File: src/rtl/pipeline_hazard_ctrl_pkg.sv
// Shared types for the hazard controller: FSM state, PC-select codes and the stall/flush bundle.
// Latency: n/a (types and a pure helper function only).
// Backpressure: n/a.
package pipeline_hazard_ctrl_pkg;

   typedef enum logic [1:0] {
      RUN      = 2'd0,
      MEM_WAIT = 2'd1,
      TRAP     = 2'd2
   } type_hz_state_e;

   localparam logic [1:0] PC_SEL_PC4  = 2'd0;
   localparam logic [1:0] PC_SEL_BR   = 2'd1;
   localparam logic [1:0] PC_SEL_TRAP = 2'd2;
   localparam logic [1:0] PC_SEL_EPC  = 2'd3;

   // Pipeline-register control bundle driven toward the F and DE stages.
   typedef struct packed {
      logic       stall_f;
      logic       stall_de;
      logic       stall_mw;
      logic       flush_de;
      logic       flush_mw;
      logic [1:0] pc_sel;
   } type_hz_ctr_s;

   // x0 is hard-wired zero, so a write to it must never be forwarded.
   function automatic logic fwd_hit(input logic [4:0] rd, input logic reg_wr,
                                    input logic [4:0] rs, input logic rs_used);
      return reg_wr && (rd != 5'd0) && (rd == rs) && rs_used;
   endfunction

endpackage

File: src/rtl/pipeline_hazard_ctrl_fwd.sv
// MW->DE operand forwarding compares for both source operands.
// Latency: purely combinational, zero cycles.
// Backpressure: none; selects follow the DE/MW register contents.
// Ports: de_rs1/de_rs2 + *_used from DE, mw_rd/mw_reg_wr from MW; fwd_a/fwd_b selects.
module hz_fwd_unit
   import pipeline_hazard_ctrl_pkg::*;
(
   input  logic [4:0] de_rs1,
   input  logic [4:0] de_rs2,
   input  logic       de_rs1_used,
   input  logic       de_rs2_used,
   input  logic [4:0] mw_rd,
   input  logic       mw_reg_wr,
   output logic       fwd_a,
   output logic       fwd_b
);

   assign fwd_a = fwd_hit(mw_rd, mw_reg_wr, de_rs1, de_rs1_used);
   assign fwd_b = fwd_hit(mw_rd, mw_reg_wr, de_rs2, de_rs2_used);

endmodule

File: src/rtl/pipeline_hazard_ctrl.sv
// Central stall/flush/PC-select sequencer for the F / DE / MW pipeline, with mem timeout and precise traps.
// Latency: all controls are combinational in the cycle they apply; trap entry adds a one-cycle redirect slot.
// Backpressure: mem_ready low stalls F, DE and MW until completion or MEM_TIMEOUT low cycles (then bus_err).
// Ports: DE/MW hazard info and mem/irq status in; mem_req, stall_*/flush_*, fwd_a/b, pc_sel,
//        trap_take, bus_err pulses and a saturating stall_cnt out. rst is async active-low.
// MEM_TIMEOUT must be at least 2 (the first low cycle is spent entering MEM_WAIT).
module pipeline_hazard_ctrl
   import pipeline_hazard_ctrl_pkg::*;
#(
   parameter int MEM_TIMEOUT = 64,
   parameter int STALL_CNT_W = 32
) (
   input  logic                   clk,
   input  logic                   rst,
   input  logic [4:0]             de_rs1,
   input  logic [4:0]             de_rs2,
   input  logic                   de_rs1_used,
   input  logic                   de_rs2_used,
   input  logic                   de_mret,
   input  logic                   br_taken,
   input  logic [4:0]             mw_rd,
   input  logic                   mw_reg_wr,
   input  logic                   mw_mem_op,
   input  logic                   mem_ready,
   input  logic                   irq_pending,
   input  logic                   irq_en,
   output logic                   mem_req,
   output logic                   stall_f,
   output logic                   stall_de,
   output logic                   stall_mw,
   output logic                   flush_de,
   output logic                   flush_mw,
   output logic                   fwd_a,
   output logic                   fwd_b,
   output logic [1:0]             pc_sel,
   output logic                   trap_take,
   output logic                   bus_err,
   output logic [STALL_CNT_W-1:0] stall_cnt
);

   localparam int WC_W = $clog2(MEM_TIMEOUT + 1);

   type_hz_state_e   state_q, state_d;
   logic [WC_W-1:0]  wait_cnt_q, wait_cnt_d;
   logic [STALL_CNT_W-1:0] stall_cnt_q;

   type_hz_ctr_s ctr;
   logic         mem_req_c;
   logic         trap_take_c;
   logic         bus_err_c;
   logic         redirect_ok;
   logic         fwd_a_c;
   logic         fwd_b_c;

   hz_fwd_unit u_fwd (
      .de_rs1      (de_rs1),
      .de_rs2      (de_rs2),
      .de_rs1_used (de_rs1_used),
      .de_rs2_used (de_rs2_used),
      .mw_rd       (mw_rd),
      .mw_reg_wr   (mw_reg_wr),
      .fwd_a       (fwd_a_c),
      .fwd_b       (fwd_b_c)
   );

   always_ff @(posedge clk or negedge rst) begin
      if (!rst) begin
         state_q    <= RUN;
         wait_cnt_q <= '0;
      end else begin
         state_q    <= state_d;
         wait_cnt_q <= wait_cnt_d;
      end
   end

   always_comb begin
      state_d     = state_q;
      wait_cnt_d  = wait_cnt_q;
      ctr         = '0;
      ctr.pc_sel  = PC_SEL_PC4;
      mem_req_c   = 1'b0;
      trap_take_c = 1'b0;
      bus_err_c   = 1'b0;
      redirect_ok = 1'b0;

      case (state_q)
         RUN: begin
            mem_req_c = mw_mem_op;
            if (mw_mem_op && !mem_ready) begin
               // Stall in the very cycle the access misses; the counter
               // already accounts for this first low cycle.
               ctr.stall_f  = 1'b1;
               ctr.stall_de = 1'b1;
               ctr.stall_mw = 1'b1;
               wait_cnt_d   = WC_W'(1);
               state_d      = MEM_WAIT;
            end else begin
               redirect_ok = 1'b1;
            end
         end
         MEM_WAIT: begin
            mem_req_c = mw_mem_op;
            if (mem_ready) begin
               // Pipeline advances this cycle, so a branch/mret/irq seen now
               // must be honoured or it would be lost.
               wait_cnt_d  = '0;
               state_d     = RUN;
               redirect_ok = 1'b1;
            end else if (wait_cnt_q == WC_W'(MEM_TIMEOUT - 1)) begin
               // This is low cycle number MEM_TIMEOUT: abandon the access,
               // kill the younger DE instruction and vector to the handler.
               bus_err_c    = 1'b1;
               ctr.flush_mw = 1'b1;
               ctr.pc_sel   = PC_SEL_TRAP;
               wait_cnt_d   = '0;
               state_d      = TRAP;
            end else begin
               ctr.stall_f  = 1'b1;
               ctr.stall_de = 1'b1;
               ctr.stall_mw = 1'b1;
               wait_cnt_d   = wait_cnt_q + WC_W'(1);
            end
         end
         TRAP: begin
            // Discard whatever was fetched while the PC was being redirected.
            ctr.flush_de = 1'b1;
            state_d      = RUN;
         end
         default: begin
            state_d = RUN;
         end
      endcase

      if (redirect_ok) begin
         if (irq_pending && irq_en) begin
            trap_take_c  = 1'b1;
            ctr.pc_sel   = PC_SEL_TRAP;
            ctr.flush_de = 1'b1;
            state_d      = TRAP;
         end else if (de_mret) begin
            ctr.pc_sel   = PC_SEL_EPC;
            ctr.flush_de = 1'b1;
         end else if (br_taken) begin
            ctr.pc_sel   = PC_SEL_BR;
            ctr.flush_de = 1'b1;
         end
      end
   end

   always_ff @(posedge clk or negedge rst) begin
      if (!rst) begin
         stall_cnt_q <= '0;
      end else if (ctr.stall_f && (stall_cnt_q != '1)) begin
         stall_cnt_q <= stall_cnt_q + STALL_CNT_W'(1);
      end
   end

   // Every output is held at zero while reset is asserted, independent of
   // the data-path inputs, so downstream sees a quiet pipeline immediately.
   assign mem_req   = rst & mem_req_c;
   assign stall_f   = rst & ctr.stall_f;
   assign stall_de  = rst & ctr.stall_de;
   assign stall_mw  = rst & ctr.stall_mw;
   assign flush_de  = rst & ctr.flush_de;
   assign flush_mw  = rst & ctr.flush_mw;
   assign fwd_a     = rst & fwd_a_c;
   assign fwd_b     = rst & fwd_b_c;
   assign pc_sel    = rst ? ctr.pc_sel : PC_SEL_PC4;
   assign trap_take = rst & trap_take_c;
   assign bus_err   = rst & bus_err_c;
   assign stall_cnt = stall_cnt_q;

endmodule
File: config.mk
export PLATFORM = sky130hd
export DESIGN_NAME = pipeline_hazard_ctrl
export DESIGN_NICKNAME = d
export VERILOG_FILES = /design/src/rtl/pipeline_hazard_ctrl_pkg.sv /design/src/rtl/pipeline_hazard_ctrl_fwd.sv /design/src/rtl/pipeline_hazard_ctrl.sv
export SDC_FILE = /design/constraint.sdc
export NUM_CORES = 1
export LEC_CHECK = 0
export BUFFER_PORTS_ARGS = -buffer_cell sky130_fd_sc_hd__buf_2
export CAP_MARGIN = 20
export CORE_MARGIN = 2
export CORE_UTILIZATION = 45
export CTS_CLUSTER_DIAMETER = 100
export DETAILED_ROUTE_END_ITERATION = 8
export PLACE_DENSITY_LB_ADDON = 0.1
export SYNTH_ARGS = -nofsm -noshare
export SYNTH_HDL_FRONTEND = slang
export SYNTH_SLANG_ARGS = --single-unit
File: constraint.sdc
create_clock -name clk -period 2.3 [get_ports clk]
set_input_delay 0.115 -clock clk [delete_from_list [all_inputs] [get_ports clk]]
set_output_delay 0.115 -clock clk [all_outputs]
set_load 0.01 [all_outputs]
Word-level counts from Yosys, hierarchy flattened
Cells that the tools add are included.
{ "totals": {"reg_bits": 41, "latch_bits": 0, "ram_bits": 0, "rom_bits": 0, "output_inout_bits": 44, "word_cells": 72, "mem_count": 0} }
{ "op_classes": {"add_sub_neg": 2, "mul": 0, "div_mod_pow": 0, "n_lt_le_gt_ge": 0, "n_eq_ne": 7, "shift": 0, "mux": 36, "bitwise": 10, "n_reduce_logical": 14} }
{ "op_table": {"columns": ["operator", "count"], "rows": [
  ["32-bit by 1-bit adder with 32-bit output (second input constant)", 1],
  ["32-bit != test (second input constant)", 1],
  ["7-bit 2-to-1 mux", 3],
  ["2-bit 2-to-1 mux", 10],
  ["3-bit 2-to-1 mux", 6],
  ["7-bit one-hot mux with 2 select lines", 1],
  ["1-bit 2-to-1 mux", 13],
  ["1-bit bitwise AND", 10],
  ["5-bit == test", 2],
  ["1-bit logical AND", 8],
  ["7-bit by 1-bit adder with 7-bit output (second input constant)", 1],
  ["7-bit by 6-bit == test with 1-bit output (second input constant)", 1],
  ["3-bit one-hot mux with 2 select lines", 1],
  ["5-bit nonzero test", 1],
  ["2-bit one-hot mux with 2 select lines", 1],
  ["2-bit by 1-bit == test with 1-bit output (second input constant)", 1],
  ["2-bit == test (second input constant)", 1],
  ["2-bit logical NOT", 1],
  ["2-bit != test (second input constant)", 1],
  ["1-bit one-hot mux with 2 select lines", 1],
  ["2-bit AND reduction", 1],
  ["2-bit nonzero test", 1],
  ["2-bit OR reduction", 1],
  ["1-bit logical NOT", 1]
]} }

Depth between registers and ports, before layout
Gate-level depths: netlist (run 1).
{ "logic_depth": {"ltp_word": 9, "depth_mapped": 7, "mapped_depth_nobuf": 7} }

Hierarchy
A second synthesis (run 1) with hierarchy kept.
{ "hier_totals": {"hier_cells": 238, "area_unflattened_um2": 2273.4} }
{ "modules_own_cells": {"columns": ["mod", "instances", "cells_per_inst", "area_per_inst_um2", "seq_area_each_um2"], "rows": [
  ["pipeline_hazard_ctrl", 1, 220, 2139.6, 1026.0],
  ["hz_fwd_unit", 1, 18, 133.9, 0.0]
]} }

Worst setup path before layout (run 1)
Ideal clock, no wire load.
{ "synth_path": {"path_kind": "register to register", "from": "reg wait_cnt_q[0]", "to": "reg stall_cnt_q[1], in the netlist stall_cnt[1]", "t_arrival_ps": 1655, "t_required_ps": 2175, "slack_ps": 520, "path_stages_with_launch": 6, "path_buffers": 0, "period_less_slack_ps": 1780, "cell_sequence": "dfrtp_1 > ha_1 > nand3_1 > o211ai_4 > a31oi_2 > mux2_2"} }
{ "synth_via": {"elab_chain_len": 5} }
{ "synth_rtl": {"columns": ["item", "line_no", "text"], "rows": [
  ["from (decl)", "pipeline_hazard_ctrl.sv:44", "logic [WC_W-1:0] wait_cnt_q, wait_cnt_d;"],
  ["from (signal assigned)", "pipeline_hazard_ctrl.sv:72", "wait_cnt_q <= wait_cnt_d;"],
  ["7-bit by 6-bit == test with 1-bit output", "pipeline_hazard_ctrl.sv:109", "end else if (wait_cnt_q == WC_W'(MEM_TIMEOUT - 1)) begin"],
  ["3-bit 2-to-1 mux", "pipeline_hazard_ctrl.sv:109", null],
  ["3-bit 2-to-1 mux", "pipeline_hazard_ctrl.sv:103", "if (mem_ready) begin"],
  ["3-bit one-hot mux with 2 select lines", "pipeline_hazard_ctrl.sv:86", "case (state_q)"],
  ["1-bit logical AND", "pipeline_hazard_ctrl.sv:153", "end else if (ctr.stall_f && (stall_cnt_q != '1)) begin"],
  ["to (signal assigned)", "pipeline_hazard_ctrl.sv:154", "stall_cnt_q <= stall_cnt_q + STALL_CNT_W'(1);"],
  ["to (decl)", "pipeline_hazard_ctrl.sv:45", "logic [STALL_CNT_W-1:0] stall_cnt_q;"]
]} }
Every way passes these cells.
A chain may end at the register's enable or synchronous reset.

Worst setup path in the final report (run 1)
Ends and elaborated chain as after synthesis.

==> impl_metrics.prom, run 1 <==
# TYPE chip_impl_metric gauge
chip_impl_metric{name="num_vias",unit=""} 1986
chip_impl_metric{name="grt_pass1_wl",unit="um"} 8820
chip_impl_metric{name="detailedRoute.firstIterationViolations",unit=""} 55
chip_impl_metric{name="die_h",unit="um"} 76.3
chip_impl_metric{name="gr_overflow_total",unit=""} 0
chip_impl_metric{name="post_cts_clock_slew_at_the_launch_and_capture_registers_of_the_worst_setup_and_hold_paths",unit="ps"} 80
chip_impl_info{name="kind_of_end_point_of_the_critical_path",value="flop"} 1
chip_impl_metric{name="route.detailed.wl_per_inst",unit="um"} 13.4
chip_impl_info{name="cp-startpoint",value="wait_cnt_q[0]"} 1
chip_impl_metric{name="ff_latch_area",unit="um2"} 1030
chip_impl_metric{name="report.final.setup_viol",unit=""} 0
chip_impl_info{name="setup_repair_after_global_routing_missed_its_margin",value="false"} 1
chip_impl_metric{name="chip_width",unit="um"} 76.3
chip_impl_metric{name="synth_edf_count",unit=""} 0
chip_impl_metric{name="worst_ep_arrival_time",unit="ps"} 2210
chip_impl_metric{name="vdd_drop_max",unit="uV"} 470
chip_impl_metric{name="cp_max_fo",unit=""} 10
chip_impl_metric{name="share_of_the_core_filled_with_cells_in_the_final_layout",unit=""} 0.563
chip_impl_metric{name="placementRows",unit=""} 26
chip_impl_metric{name="gp_congestion",unit=""} 0.761
chip_impl_metric{name="synth_fp_nets",unit=""} 263
chip_impl_metric{name="grt_usage",unit=""} 0.187
chip_impl_metric{name="layout.nets",unit=""} 337
chip_impl_metric{name="cts_max_level",unit=""} 2
chip_impl_info{name="r2r-start",value="wait_cnt_q[0]"} 1
chip_impl_metric{name="place_ws",unit="ps"} 313
chip_impl_metric{name="cellLeakagePower",unit="nW"} 1.42
chip_impl_metric{name="final.min_clock_period",unit="ps"} 2040
chip_impl_metric{name="portion_of_the_post_synthesis_area_used_by_sequential_elements",unit=""} 0.436
chip_impl_info{name="min-delay-start",value="mem_ready"} 1
chip_impl_info{name="timing.hold.worst.class",value="primary input to flop"} 1
chip_impl_metric{name="final_hold_viol_count",unit=""} 0
chip_impl_metric{name="postRouteWirelength",unit="um"} 5100
chip_impl_metric{name="detailed_routing_iterations_pass_1",unit=""} 4
chip_impl_metric{name="start_util",unit=""} 0.463
chip_impl_metric{name="postSynthRegisterBits",unit=""} 41
chip_impl_metric{name="viasPerCell",unit=""} 5.24
chip_impl_info{name="ctsRootBufferMaster",value="sky130_fd_sc_hd__clkbuf_8"} 1
chip_impl_metric{name="post-dp-hpwl",unit="um"} 3800
chip_impl_metric{name="floorplan.core_area",unit="um2"} 5070
chip_impl_metric{name="grt_pass1_vias",unit=""} 1912
chip_impl_metric{name="max_slew.worst_pin.slew",unit="ps"} 592
chip_impl_metric{name="grt_antenna_before_repair",unit=""} 0
chip_impl_info{name="clock_tree_from_tritoncts",value="built"} 1
chip_impl_metric{name="fp.dieArea",unit="um2"} 5820
chip_impl_metric{name="antenna_cells",unit=""} 0
chip_impl_metric{name="numClockSinks",unit=""} 41
chip_impl_metric{name="synthesis.area_per_instance",unit="um2"} 10.0
chip_impl_metric{name="relSlewSlack",unit=""} 0.604
chip_impl_metric{name="antenna_left",unit=""} 0
chip_impl_metric{name="post_route_cells_drive_above_1_share",unit=""} 0.307
chip_impl_metric{name="synth-warning-count",unit=""} 0
chip_impl_metric{name="post-route-worst-setup-slack",unit="ps"} 260
chip_impl_info{name="cp-start-kind",value="flop"} 1
chip_impl_metric{name="pwr_density",unit="nW/um2"} 576
chip_impl_metric{name="clkLatencyLatePin",unit="ps"} 290
chip_impl_metric{name="final_cycle_utilization_of_the_critical_path",unit=""} 0.887
chip_impl_metric{name="pin_count",unit=""} 70
chip_impl_metric{name="grt_max_degree",unit=""} 43
chip_impl_metric{name="io_buffers",unit=""} 69
chip_impl_info{name="setup.worst_path.class",value="flop to flop"} 1
chip_impl_metric{name="syn_area",unit="um2"} 2350
chip_impl_metric{name="netlist-cell-type-count",unit=""} 44
chip_impl_metric{name="max_clock_freq",unit="MHz"} 490
chip_impl_metric{name="buffer_levels_on_the_longest_clock_path",unit=""} 2
chip_impl_metric{name="totalNegativeSetupSlack",unit="ps"} 0
chip_impl_metric{name="drc",unit=""} 0
chip_impl_info{name="run_status",value="complete, no violations"} 1
chip_impl_info{name="postSynth.topFlopCell",value="sky130_fd_sc_hd__dfrtp_1"} 1
chip_impl_metric{name="syn-instance-count",unit=""} 235
chip_impl_metric{name="fin_skew",unit="ps"} 7.29
chip_impl_metric{name="asyncSetResetFlopFracSynth",unit=""} 1.00
chip_impl_metric{name="hold-worst-slack",unit="ps"} 164
chip_impl_metric{name="multi_input_comb_area",unit="um2"} 1270
chip_impl_metric{name="nFillCells",unit=""} 489
chip_impl_metric{name="slew_viol_final",unit=""} 0
chip_impl_metric{name="cts.repair_timing.setup_buffer_count",unit=""} 0
chip_impl_metric{name="cap_violations",unit=""} 0
chip_impl_metric{name="area_growth",unit="%"} 21.6
chip_impl_metric{name="numCtsBuffers",unit=""} 5
chip_impl_metric{name="critPathRequiredTime",unit="ps"} 2470
## layer usage
layer | part of all wire | wire length (um) | vias up | track usage
li1 | - | - | 983 | -
met1 | 0.50 | 2570 | 929 | 0.263
met2 | 0.42 | 2170 | 67 | 0.288
met3 | 0.056 | 285 | 7 | 0.0344
met4 | 0.015 | 74 | 0 | 0.0673
met5 | 0 | 0 | - | 0
## worst paths after layout
check | slack (ps) | endpoint | cells past startpoint
max in group asynchronous | 1430 | stall_cnt[10] | 3
max | 260 | stall_cnt[1] | 5
min | 160 | wait_cnt_q[0] | 3
min reg2reg | 500 | stall_cnt[31] | 1
min in group asynchronous | 490 | state_q[1] | 3
max reg2reg | 260 | stall_cnt[1] | 5
## logic make-up after synthesis
| family | Yosys count | synth area share |
|---|---|---|
| compound gates | 20 | 0.0772 |
| xor+xnor | 44 | 0.164 |
| mux | 2 | 0.00905 |
| flops | 41 | 0.436 |
| simple gates | 116 | 0.280 |
| fa+ha+maj | 2 | 0.0106 |
| buf+inv | 10 | 0.0224 |
## cells in the mapped netlist, drive strengths merged (5+ instances only)
library cell   n  area share
and4           6       0.022
dfrtp         41        0.44
or2            5       0.014
xnor2         26       0.097
nand4         16       0.043
nand2         17       0.028
nor4           6       0.028
xor2          18       0.067
inv            6      0.0096
nand3         15       0.032
nor2          23       0.037
a21oi          6       0.013
nor3          12       0.028
and3           7       0.019
## flip-flops by register name (all words and copies together), names as in the netlist
signal      cells
stall_cnt      32
state_q         2
wait_cnt_q      7
## stage by stage
step	area (um2)	power, mW	cells
floorplan	2350	1.04	235
global placement	2760	1.18	371
detailed placement	2760	1.19	371
CTS	2860	1.67	379
global route	2860	1.74	379
finish	2860	1.65	379
## where the power goes
part / internal (mW) / total (mW) / switching [mW]
Combinational: 0.145 / 0.303 / 0.157
Clock: 0.238 / 0.473 / 0.235
Sequential: 0.782 / 0.872 / 0.0900
Total: 1.17 / 1.65 / 0.482
## critical path, stage by stage (launching register included)
cell and delay, ps:
sky130_fd_sc_hd__dfrtp_1 410, sky130_fd_sc_hd__ha_1 230, sky130_fd_sc_hd__nand3_1 180, sky130_fd_sc_hd__o211ai_4 170, sky130_fd_sc_hd__a31oi_2 530, sky130_fd_sc_hd__mux2_2 400
## what timing repair did
action	in CTS	in global routing
hold endpoints to repair	41	0
gates resized for setup	0	0
hold buffers	1	0
## cell type report
type | instances | share of cell area
Timing Repair Buffer | 71 | 0.127
Multi-Input combinational cell | 184 | 0.445
Clock buffer | 7 | 0.0302
Tap cell | 70 | 0.0306
Sequential cell | 41 | 0.359
Inverter | 6 | 0.00788
## cells in the final DEF, fill, tap and decap left out, drive strengths merged, types with 2 or more instances in the layout
master	count
inv	6
and3	7
buf	70
and4	6
o211ai	3
clkbuf	7
ha	2
nor3	12
nand4	16
or2	5
dfrtp	41
nand3	15
nand2	17
a21oi	6
o21ai	3
xor2	18
nor4	6
nand2b	2
a21o	2
nor2	23
xnor2	26
No activity file was read; power rests on OpenSTA's default activity.
==> inputs of run 2 (changes only) <==
==> constraint.sdc (replaced) <==
create_clock -name clk -period 1.9 [get_ports clk]
set_input_delay 0.095 -clock clk [delete_from_list [all_inputs] [get_ports clk]]
set_output_delay 0.095 -clock clk [all_outputs]
set_load 0.01 [all_outputs]
==> impl_metrics.prom, run 2 (synthesis gave the netlist of run 1 again) <==
# TYPE chip_impl_metric gauge
chip_impl_info{name="run_status",value="complete, no violations"} 1
chip_impl_metric{name="grt_pass1_vias",unit=""} 1952
chip_impl_info{name="setup.worst_path.class",value="flop to output pin"} 1
chip_impl_metric{name="grt_use_met3",unit=""} 0.0427
chip_impl_metric{name="clkLatencyLatePin",unit="ps"} 300
chip_impl_metric{name="grt_usage",unit=""} 0.197
chip_impl_metric{name="drc",unit=""} 0
chip_impl_info{name="cp-start-kind",value="flop"} 1
chip_impl_metric{name="largest_register_ffs",unit=""} 32
chip_impl_metric{name="post-dp-hpwl",unit="um"} 4080
chip_impl_metric{name="grt_max_degree",unit=""} 41
chip_impl_info{name="grt_busiest_layer",value="met2"} 1
chip_impl_info{name="clock_tree_from_tritoncts",value="built"} 1
chip_impl_metric{name="num_vias",unit=""} 2113
chip_impl_metric{name="p_seq_frac",unit=""} 0.479
chip_impl_metric{name="post_cts_clock_slew_at_the_launch_and_capture_registers_of_the_worst_setup_and_hold_paths",unit="ps"} 70
chip_impl_info{name="timing.critical_path.slowest_stage_cell",value="sky130_fd_sc_hd__dfrtp_1"} 1
chip_impl_metric{name="report.final.setup_viol",unit=""} 0
chip_impl_metric{name="post_route_cells_drive_above_1_share",unit=""} 0.391
chip_impl_metric{name="antenna_left",unit=""} 0
chip_impl_metric{name="final_cycle_utilization_of_the_critical_path",unit=""} 0.952
chip_impl_metric{name="cp_max_fo",unit=""} 4
chip_impl_metric{name="chip_width",unit="um"} 76.3
chip_impl_metric{name="viasPerCell",unit=""} 5.22
chip_impl_info{name="timing.hold.worst.class",value="primary input to async pin"} 1
chip_impl_metric{name="grt_antenna_before_repair",unit=""} 0
chip_impl_metric{name="numCtsBuffers",unit=""} 5
chip_impl_info{name="mostFrequentLayoutCell",value="sky130_fd_sc_hd__buf_2"} 1
chip_impl_metric{name="pin_count",unit=""} 70
chip_impl_metric{name="nFillCells",unit=""} 451
chip_impl_metric{name="cts_max_level",unit=""} 2
chip_impl_metric{name="vdd_drop_max",unit="uV"} 533
chip_impl_metric{name="switchingPower",unit="mW"} 0.625
chip_impl_metric{name="pwr_density",unit="nW/um2"} 701
chip_impl_metric{name="fin_skew",unit="ps"} 5.30
chip_impl_metric{name="grt_pass1_wl",unit="um"} 9350
chip_impl_metric{name="antenna_cells",unit=""} 0
chip_impl_metric{name="start_util",unit=""} 0.463
chip_impl_metric{name="final.min_clock_period",unit="ps"} 1810
chip_impl_metric{name="area_growth",unit="%"} 32.9
chip_impl_metric{name="worst_ep_arrival_time",unit="ps"} 1710
chip_impl_metric{name="floorplan.core_area",unit="um2"} 5070
chip_impl_metric{name="clock_power_share",unit=""} 0.313
chip_impl_metric{name="final_hold_viol_count",unit=""} 0
chip_impl_metric{name="gr_overflow_total",unit=""} 0
chip_impl_metric{name="met2_usage",unit=""} 0.302
chip_impl_metric{name="route.detailed.wl_per_inst",unit="um"} 13.7
chip_impl_metric{name="placementRows",unit=""} 26
chip_impl_metric{name="gp_congestion",unit=""} 0.803
chip_impl_metric{name="worstRegToRegCells",unit=""} 5
chip_impl_metric{name="critPathRequiredTime",unit="ps"} 1800
chip_impl_metric{name="max_slew.worst_pin.slew",unit="ps"} 520
chip_impl_metric{name="layout.nets",unit=""} 363
chip_impl_info{name="final_cell_mix",value="sky130_fd_sc_hd__buf_2 (69), sky130_fd_sc_hd__dfrtp_1 (41), sky130_fd_sc_hd__buf_4 (27)"} 1
chip_impl_metric{name="relSlewSlack",unit=""} 0.653
chip_impl_metric{name="cellLeakagePower",unit="nW"} 1.56
chip_impl_metric{name="power_report.internal_total",unit="mW"} 1.56
chip_impl_info{name="path_cells",value="ha_2, nand3_4, o211ai_4, buf_4, nor2_1, buf_2"} 1
chip_impl_metric{name="totalNegativeSetupSlack",unit="ps"} 0
chip_impl_metric{name="power.total",unit="mW"} 2.19
chip_impl_metric{name="postRouteWirelength",unit="um"} 5560
chip_impl_metric{name="io_buffers",unit=""} 69
chip_impl_metric{name="combinationalPowerShare",unit=""} 0.208
chip_impl_metric{name="buffer_levels_on_the_longest_clock_path",unit=""} 2
chip_impl_metric{name="gr-usage-met1",unit=""} 0.280
chip_impl_metric{name="cpPeakStageDelay",unit="ps"} 390
chip_impl_metric{name="detailedRoute.firstIterationViolations",unit=""} 120
chip_impl_metric{name="detailed_routing_iterations_pass_1",unit=""} 4
chip_impl_metric{name="numClockSinks",unit=""} 41
chip_impl_info{name="kind_of_end_point_of_the_critical_path",value="output pin"} 1
chip_impl_metric{name="switching_share",unit=""} 0.286
chip_impl_metric{name="max_clock_freq",unit="MHz"} 553
chip_impl_metric{name="fp.dieArea",unit="um2"} 5820
chip_impl_metric{name="cap_violations",unit=""} 0
chip_impl_metric{name="slew_viol_final",unit=""} 0
chip_impl_info{name="ctsRootBufferMaster",value="sky130_fd_sc_hd__clkbuf_8"} 1
chip_impl_metric{name="die_h",unit="um"} 76.3
-- run 2: cell types whose count changed in the layout (fill, tap and decap cells not counted), sizes merged --
cell	change
clkinv	+1
bufinv	+1
buf	+26
clkbuf	-2
-- run 2: power groups by stage --
stage          clock network, mW  registers [mW]  logic, mW
5_1_grt                    0.733            1.06      0.501
3_3_place_gp                   0            1.07      0.378
2_1_floorplan                  0            1.08      0.189
3_5_place_dp                   0            1.06      0.385
6_report                   0.686            1.05      0.456
4_1_cts                    0.698            1.05      0.392
-- run 2: final cells by class --
cell class,instances,area [um2],share of cell area
Timing Repair Buffer,97,558,0.179
Tap cell,70,87.6,0.0280
Clock inverter,2,35.0,0.0112
Clock buffer,5,68.8,0.0220
Inverter,6,22.5,0.00721
Sequential cell,41,1030,0.328
Multi-Input combinational cell,184,1330,0.425
-- run 2: metal layers --
metal	share of wire	up-vias
li1	-	1037
met1	0.47	1004
met2	0.45	64
met5	0	-
met3	0.063	8
met4	0.015	0
-- run 2: per-stage QoR --
stage | area [um2] | hold WS (ps) | util | instances | worst slack [ps]
floorplan | 2350 | -201 | - | 235 | 120
global placement | 2900 | -83.9 | 0.572 | 390 | 132
detailed placement | 2900 | -85.6 | 0.572 | 390 | 57.7
CTS | 3050 | 130 | 0.600 | 400 | 11.2
global route | 3130 | 135 | 0.616 | 405 | -15.7
finish | 3130 | 133 | 0.616 | 405 | 91.2
-- run 2: critical path, delay by kind of cell (launching register included) --
family / cells / cell delay (ps)
flops: 1 / 390
buf+inv: 2 / 330
compound gates: 1 / 270
fa+ha+maj: 1 / 240
simple gates: 2 / 190
-- run 2: timing repair --
item,in CTS,in global routing
buffers inserted,2,5
resized for setup,3,10
setup endpoints to repair,5,26
endpoints found under the hold margin,41,0
hold buffers,1,0
gates cloned,0,0
pin swaps,2,3
-- run 2: path summary, 6_finish.rpt --
check	startpoint	end	slack, ps
hold reg to reg	stall_cnt[31]	stall_cnt[31]	500
hold / removal	rst	state_q[1]	130
min in group clk	irq_en	state_q[1]	150
setup reg to reg	stall_cnt[26]	stall_cnt[18]	140
max in group asynchronous	rst	stall_cnt[17]	1050
setup / recovery	wait_cnt_q[1]	stall_de	90
